File: src/rtl/controlfsm.sv
// Multicycle control sequencer for the accumulator processor.
// Walks fetch, decode, execute and write-back states; reports halt, illegal and retired count.
module controlfsm (
    input  logic        clk,
    input  logic        reset,
    input  logic        start,
    input  logic [7:0]  op,
    input  logic        zero,
    output logic [5:0]  state,
    output logic        halted,
    output logic        illegal,
    output logic [15:0] instret
);

    // Encoding is fixed by the output decoder; gaps (26, 27, 33-63) are unused.
    typedef enum logic [5:0] {
        S_IDLE     = 6'd0,
        S_FETCH0   = 6'd1,
        S_FETCH1   = 6'd2,
        S_FETCH2   = 6'd3,
        S_FETCH3   = 6'd4,
        S_DECODE   = 6'd5,
        S_ST_ADDR  = 6'd6,
        S_LD_IMM   = 6'd7,
        S_ALU_IMM  = 6'd8,
        S_ALU_REG  = 6'd9,
        S_ALU_MD0  = 6'd10,
        S_ALU_MD1  = 6'd11,
        S_ALU_PC0  = 6'd12,
        S_ALU_PC1  = 6'd13,
        S_ALU_PC2  = 6'd14,
        S_ALU_PC3  = 6'd15,
        S_ALU_PC4  = 6'd16,
        S_ASR      = 6'd17,
        S_LSR      = 6'd18,
        S_ASL      = 6'd19,
        S_LSL      = 6'd20,
        S_JMP      = 6'd21,
        S_JZ       = 6'd22,
        S_JNZ      = 6'd23,
        S_POP      = 6'd24,
        S_PUSH     = 6'd25,
        S_ST_WR    = 6'd28,
        S_SHIFT_WB = 6'd29,
        S_ALU_WB   = 6'd30,
        S_HALT     = 6'd31,
        S_PCINC    = 6'd32
    } state_t;

    state_t      cur, nxt;
    logic        fetch_done;
    logic        ill_flag;
    logic [15:0] retired;
    logic        set_ill;
    logic        fd_set;
    logic        retire;

    logic [3:0] cls;
    logic [1:0] mode;
    logic [1:0] len;
    assign cls  = op[7:4];
    assign mode = op[3:2];
    assign len  = op[1:0];

    always_ff @(posedge clk) begin
        if (reset) begin
            cur        <= S_IDLE;
            fetch_done <= 1'b0;
            ill_flag   <= 1'b0;
            retired    <= 16'd0;
        end else begin
            cur <= nxt;
            if (nxt == S_FETCH0)
                fetch_done <= 1'b0;
            else if (fd_set)
                fetch_done <= 1'b1;
            if (set_ill)
                ill_flag <= 1'b1;
            if (retire)
                retired <= retired + 16'd1;
        end
    end

    always_comb begin
        nxt     = cur;
        set_ill = 1'b0;
        case (cur)
            S_IDLE:     if (start) nxt = S_FETCH0;
            S_FETCH0:   nxt = S_DECODE;
            S_FETCH1:   nxt = (len >= 2'd2) ? S_FETCH2 : S_DECODE;
            S_FETCH2:   nxt = (len == 2'd3) ? S_FETCH3 : S_DECODE;
            S_FETCH3:   nxt = S_DECODE;
            S_DECODE: begin
                if (len != 2'd0 && !fetch_done) begin
                    nxt = S_FETCH1;
                end else begin
                    case (cls)
                        4'h0: nxt = S_PCINC;
                        4'h1: begin
                            if (mode == 2'b00) begin
                                nxt = S_LD_IMM;
                            end else begin
                                nxt     = S_HALT;
                                set_ill = 1'b1;
                            end
                        end
                        4'h2: begin
                            case (mode)
                                2'b00:   nxt = S_ALU_IMM;
                                2'b01:   nxt = S_ALU_REG;
                                2'b10:   nxt = S_ALU_MD0;
                                default: nxt = S_ALU_PC0;
                            endcase
                        end
                        4'h3: nxt = S_ST_ADDR;
                        4'h4: nxt = S_ASR;
                        4'h5: nxt = S_LSR;
                        4'h6: nxt = S_ASL;
                        4'h7: nxt = S_LSL;
                        4'h8: nxt = S_JMP;
                        4'h9: nxt = S_JZ;
                        4'hA: nxt = S_JNZ;
                        4'hB: nxt = S_POP;
                        4'hC: nxt = S_PUSH;
                        4'hF: nxt = S_HALT;
                        default: begin
                            nxt     = S_HALT;
                            set_ill = 1'b1;
                        end
                    endcase
                end
            end
            S_LD_IMM, S_ST_WR, S_SHIFT_WB, S_ALU_WB, S_POP, S_PUSH:
                nxt = S_PCINC;
            S_ALU_IMM, S_ALU_REG, S_ALU_MD1, S_ALU_PC4:
                nxt = S_ALU_WB;
            S_ALU_MD0:  nxt = S_ALU_MD1;
            S_ALU_PC0:  nxt = S_ALU_PC1;
            S_ALU_PC1:  nxt = S_ALU_PC2;
            S_ALU_PC2:  nxt = S_ALU_PC3;
            S_ALU_PC3:  nxt = S_ALU_PC4;
            S_ST_ADDR:  nxt = S_ST_WR;
            S_ASR, S_LSR, S_ASL, S_LSL:
                nxt = S_SHIFT_WB;
            // Branch states write the PC themselves, so a taken branch skips PCINC.
            S_JMP:      nxt = S_FETCH0;
            S_JZ:       nxt = zero ? S_FETCH0 : S_PCINC;
            S_JNZ:      nxt = zero ? S_PCINC : S_FETCH0;
            S_PCINC:    nxt = S_FETCH0;
            S_HALT:     nxt = S_HALT;
            default: begin
                nxt     = S_HALT;
                set_ill = 1'b1;
            end
        endcase
    end

    assign fd_set = (cur == S_FETCH1 || cur == S_FETCH2 || cur == S_FETCH3) && (nxt == S_DECODE);
    assign retire = (nxt == S_FETCH0) && (cur != S_IDLE);

    assign state   = cur;
    assign halted  = (cur == S_HALT);
    assign illegal = ill_flag;
    assign instret = retired;

endmodule

File: config.mk
export PLATFORM = sky130hd
export DESIGN_NAME = controlfsm
export DESIGN_NICKNAME = d
export VERILOG_FILES = /design/src/rtl/controlfsm.sv
export SDC_FILE = /design/constraint.sdc
export NUM_CORES = 1
export LEC_CHECK = 0
export CORE_MARGIN = 10
export CORE_UTILIZATION = 50
export DETAILED_ROUTE_END_ITERATION = 16
export GPL_TIMING_DRIVEN = 0
export PLACE_DENSITY = 0.77
export SETUP_SLACK_MARGIN = 0.05
export SLEW_MARGIN = 0
export SYNTH_ARGS = -nofsm -noshare
export SYNTH_HDL_FRONTEND = slang
export SYNTH_SLANG_ARGS = --single-unit
File: constraint.sdc
create_clock -name clk -period 5.3 [get_ports clk]
set_input_delay 1.06 -clock clk [delete_from_list [all_inputs] [get_ports clk]]
set_output_delay 1.06 -clock clk [all_outputs]
set_load 0.005 [all_outputs]
==> run_results.csv <==
group,metric,value,unit
route,first_pass_iters,5,
grt,grt_pass1_wl,9.38,mm
setup_path,slowest_delay,560,ps
logic_synthesis,yosys.area.top_type,"dfxtp_1",
sta,fin_tns_setup,0,ps
power_and_ir_drop,leakage,0.789,nW
logic_synthesis,synth.area.top_cells,"dfxtp_1 25%, a21oi_1 7.2%, o31ai_1 5.6%",
grt,grt_max_degree,14,
cts,max-clock-path-buffers,2,
outcome,status,"completed",
grt,grt_pass1_vias,1941,
flow_run,cap_viol_max_count,0,
grt,use_met1,0.232,
final_layout,finalCoreUtilization,0.634,
setup_path,worstSetupPathType,"input port to flip-flop",
floorplanning,dieWidth,81.4,um
setup_path,worstPathCellList,"clkdlybuf4s50_1, inv_1, a2111oi_0, o31ai_1, a211oi_2, nand3_2, buf_2, nor4_1, mux2_1",
sta,fin_crit,3530,ps
logic_synthesis,synth_cells,254,
cts,cts_sinks,24,
logic_synthesis,ys.flop_type,"dfxtp_1",
cts,clk_pin_slew,80,ps
worst_hold_path,hold_class,"flip-flop to flip-flop",
power_and_ir_drop,p_per_area,379,nW/um^2
sta,finalMaxSlewViolations,0,
route,vias,2093,
logic_synthesis,syn_avg_cell_area,7.42,um^2
cts,h-tree-depth,1,
logic_synthesis,yosys-top-cells-count,"27 x a21oi_1, 24 x dfxtp_1, 15 x nand2_1",
final_layout,final_nets,304,
worst_hold_path,min_from,"instret[5]",
floorplanning,die_h,81.4,um
logic_synthesis,synthDistinctLibCells,52,
logic_synthesis,syn_area,1890,um^2
route,avgRoutedWirePerCell,16.6,um
setup_path,crit_path_end_kind,"flip-flop",
grt,grt_use_met2,0.270,
route,routed_wl,5.62,mm
grt,gr-max-usage-layer,"met2",
setup_path,crit_arrival,3680,ps
sta,clock_skew,1.36,ps
setup_path,r2r-start,"state[3]",
cts,cts_setup_buffers,0,
route,ant_nets,0,
placed_design,place_hpwl,4.09,mm
route,viasPerCell,6.19,
sta,final-setup-viol-count,0,
sta,fin_crit_sh,0.665,
logic_synthesis,ys.warnings.count,0,
floorplanning,rows,22,
route,drc,0,
sta,worst_pin_slew,526,ps
logic_synthesis,ys_seq_elements,24,
final_layout,drive_gt1_frac,0.0759,
floorplanning,core_area,3660,um^2
sta,rsz0062_at_grt,"no",
logic_synthesis,ys_seq_area_frac,0.255,
sta,final_hold_viol_count,0,
cts,cts_tree,"built",
setup_path,crit_slowest_cell,"clkdlybuf4s50_1",
logic_synthesis,synth_edf_count,0,
power_and_ir_drop,irDropWorstVdd,0.236,mV
logic_synthesis,synth_nets,267,
sta,fmax,0.284,GHz
cts,numCtsBuffers,3,
logic_synthesis,ys_async_sr_fraction,0,
setup_path,worstSetupStartpoint,"op[2]",
logic_synthesis,yosys.area.top_type_share,0.255,
grt,grt-ovfl-total,0,
cts,cts_root_buf,"clkbuf_8",
sta,maxSlewHeadroom,0.645,
final_layout,num_antenna_cells,0,
setup_path,path_max_fanout,10,
floorplanning,io_pins,36,
cts,clk_latency,270,ps
grt,grt_use_met3,0.0448,
placed_design,io_buffers,32,
logic_synthesis,synth_most_common_cell,"a21oi_1",
setup_path,crit_required,5460,ps
floorplanning,fp.dieArea,6630,um^2
grt,grtUsageTotal,0.172,
final_layout,syn_to_final_growth,23.1,%
cts,hold_buffers,0,
final_layout,final.fill_count,340,
placed_design,gp_congestion,0.888,
route,drt_iter0_drc,276,
grt,antenna_found_initial,0,
cts,cts_resized,0,
floorplanning,initial_core_util,0.515,
setup_path,cp-start-kind,"input port",
[registers in the layout, indices dropped and copies added (netlist names)]
name and cells:
fetch_done 1, illegal 1, instret 16, state 6
[cells in the final DEF, fill, tap and decap left out, drive strengths merged, types with 5 or more instances in the layout]
| cell type | Yosys | routed |
|---|---|---|
| nand2 | 15 | 15 |
| o31ai | 14 | 14 |
| buf | 14 | 14 |
| a21oi | 27 | 27 |
| nor2 | 14 | 14 |
| clkdlybuf4s50 | 0 | 32 |
| dfxtp | 24 | 24 |
| clkbuf | 9 | 13 |
| nand2b | 7 | 7 |
| o21ai | 14 | 14 |
| o21bai | 5 | 5 |
| or4 | 14 | 14 |
| inv | 8 | 8 |
| nand3 | 10 | 10 |
| nor2b | 9 | 9 |
| a31oi | 8 | 8 |
| or3 | 5 | 5 |
[layout make-up]
type	count	area, um^2	area share
inverters	8	30.0	0.0129
repair buffers	32	320	0.138
clock buffers	4	55.1	0.0237
well taps	48	60.1	0.0259
flip-flops and latches	24	480	0.207
plain buffers	23	131	0.0566
multi-input cells	199	1240	0.536
[power breakdown]
part           internal (mW)  total [mW]  switching (mW)
clock                 0.0663       0.124          0.0576
combinational          0.193       0.530           0.338
sequential             0.199       0.225          0.0267
total                  0.458       0.880           0.422
[routing by layer]
metal	part of all wire	up-vias
met2	0.46	65
li1	-	1032
met4	0.0045	0
met5	0	-
met1	0.47	992
met3	0.073	4
[cell families after synthesis]
family / Yosys count / share of synthesized area
multiplexers: 3 / 0.0173
flip-flops: 24 / 0.255
AND/OR/NAND/NOR: 106 / 0.332
adder cells (fa/ha/maj): 1 / 0.00663
buffers and inverters: 31 / 0.0856
XOR/XNOR: 4 / 0.0186
AO/OA/AOI/OAI: 85 / 0.285
[metrics by stage]
stage	cell area (um^2)	worst slack, ps	instances	power [mW]	hold slack (ps)
3_5_place_dp	2270	1490	334	0.747	483
5_1_grt	2320	1540	338	0.945	524
4_1_cts	2320	1750	338	0.875	496
3_3_place_gp	2270	1500	334	0.746	475
2_1_floorplan	1890	2280	254	0.588	450
6_report	2320	1770	338	0.880	498
[final timing paths]
path                                     to  slack, ps  cells after the start
worst min-delay path             instret[5]        500                      2
worst max-delay path            instret[14]       1770                      9
worst max register to register  instret[14]       2380                     10
worst min register to register   instret[5]        500                      2
[worst max-delay path: cells and delay by family]
family	cells	cell delay, ps
simple gates	2	550
compound gates	3	880
buf+inv	3	820
mux	1	360
No activity file was read; power rests on OpenSTA's default activity.
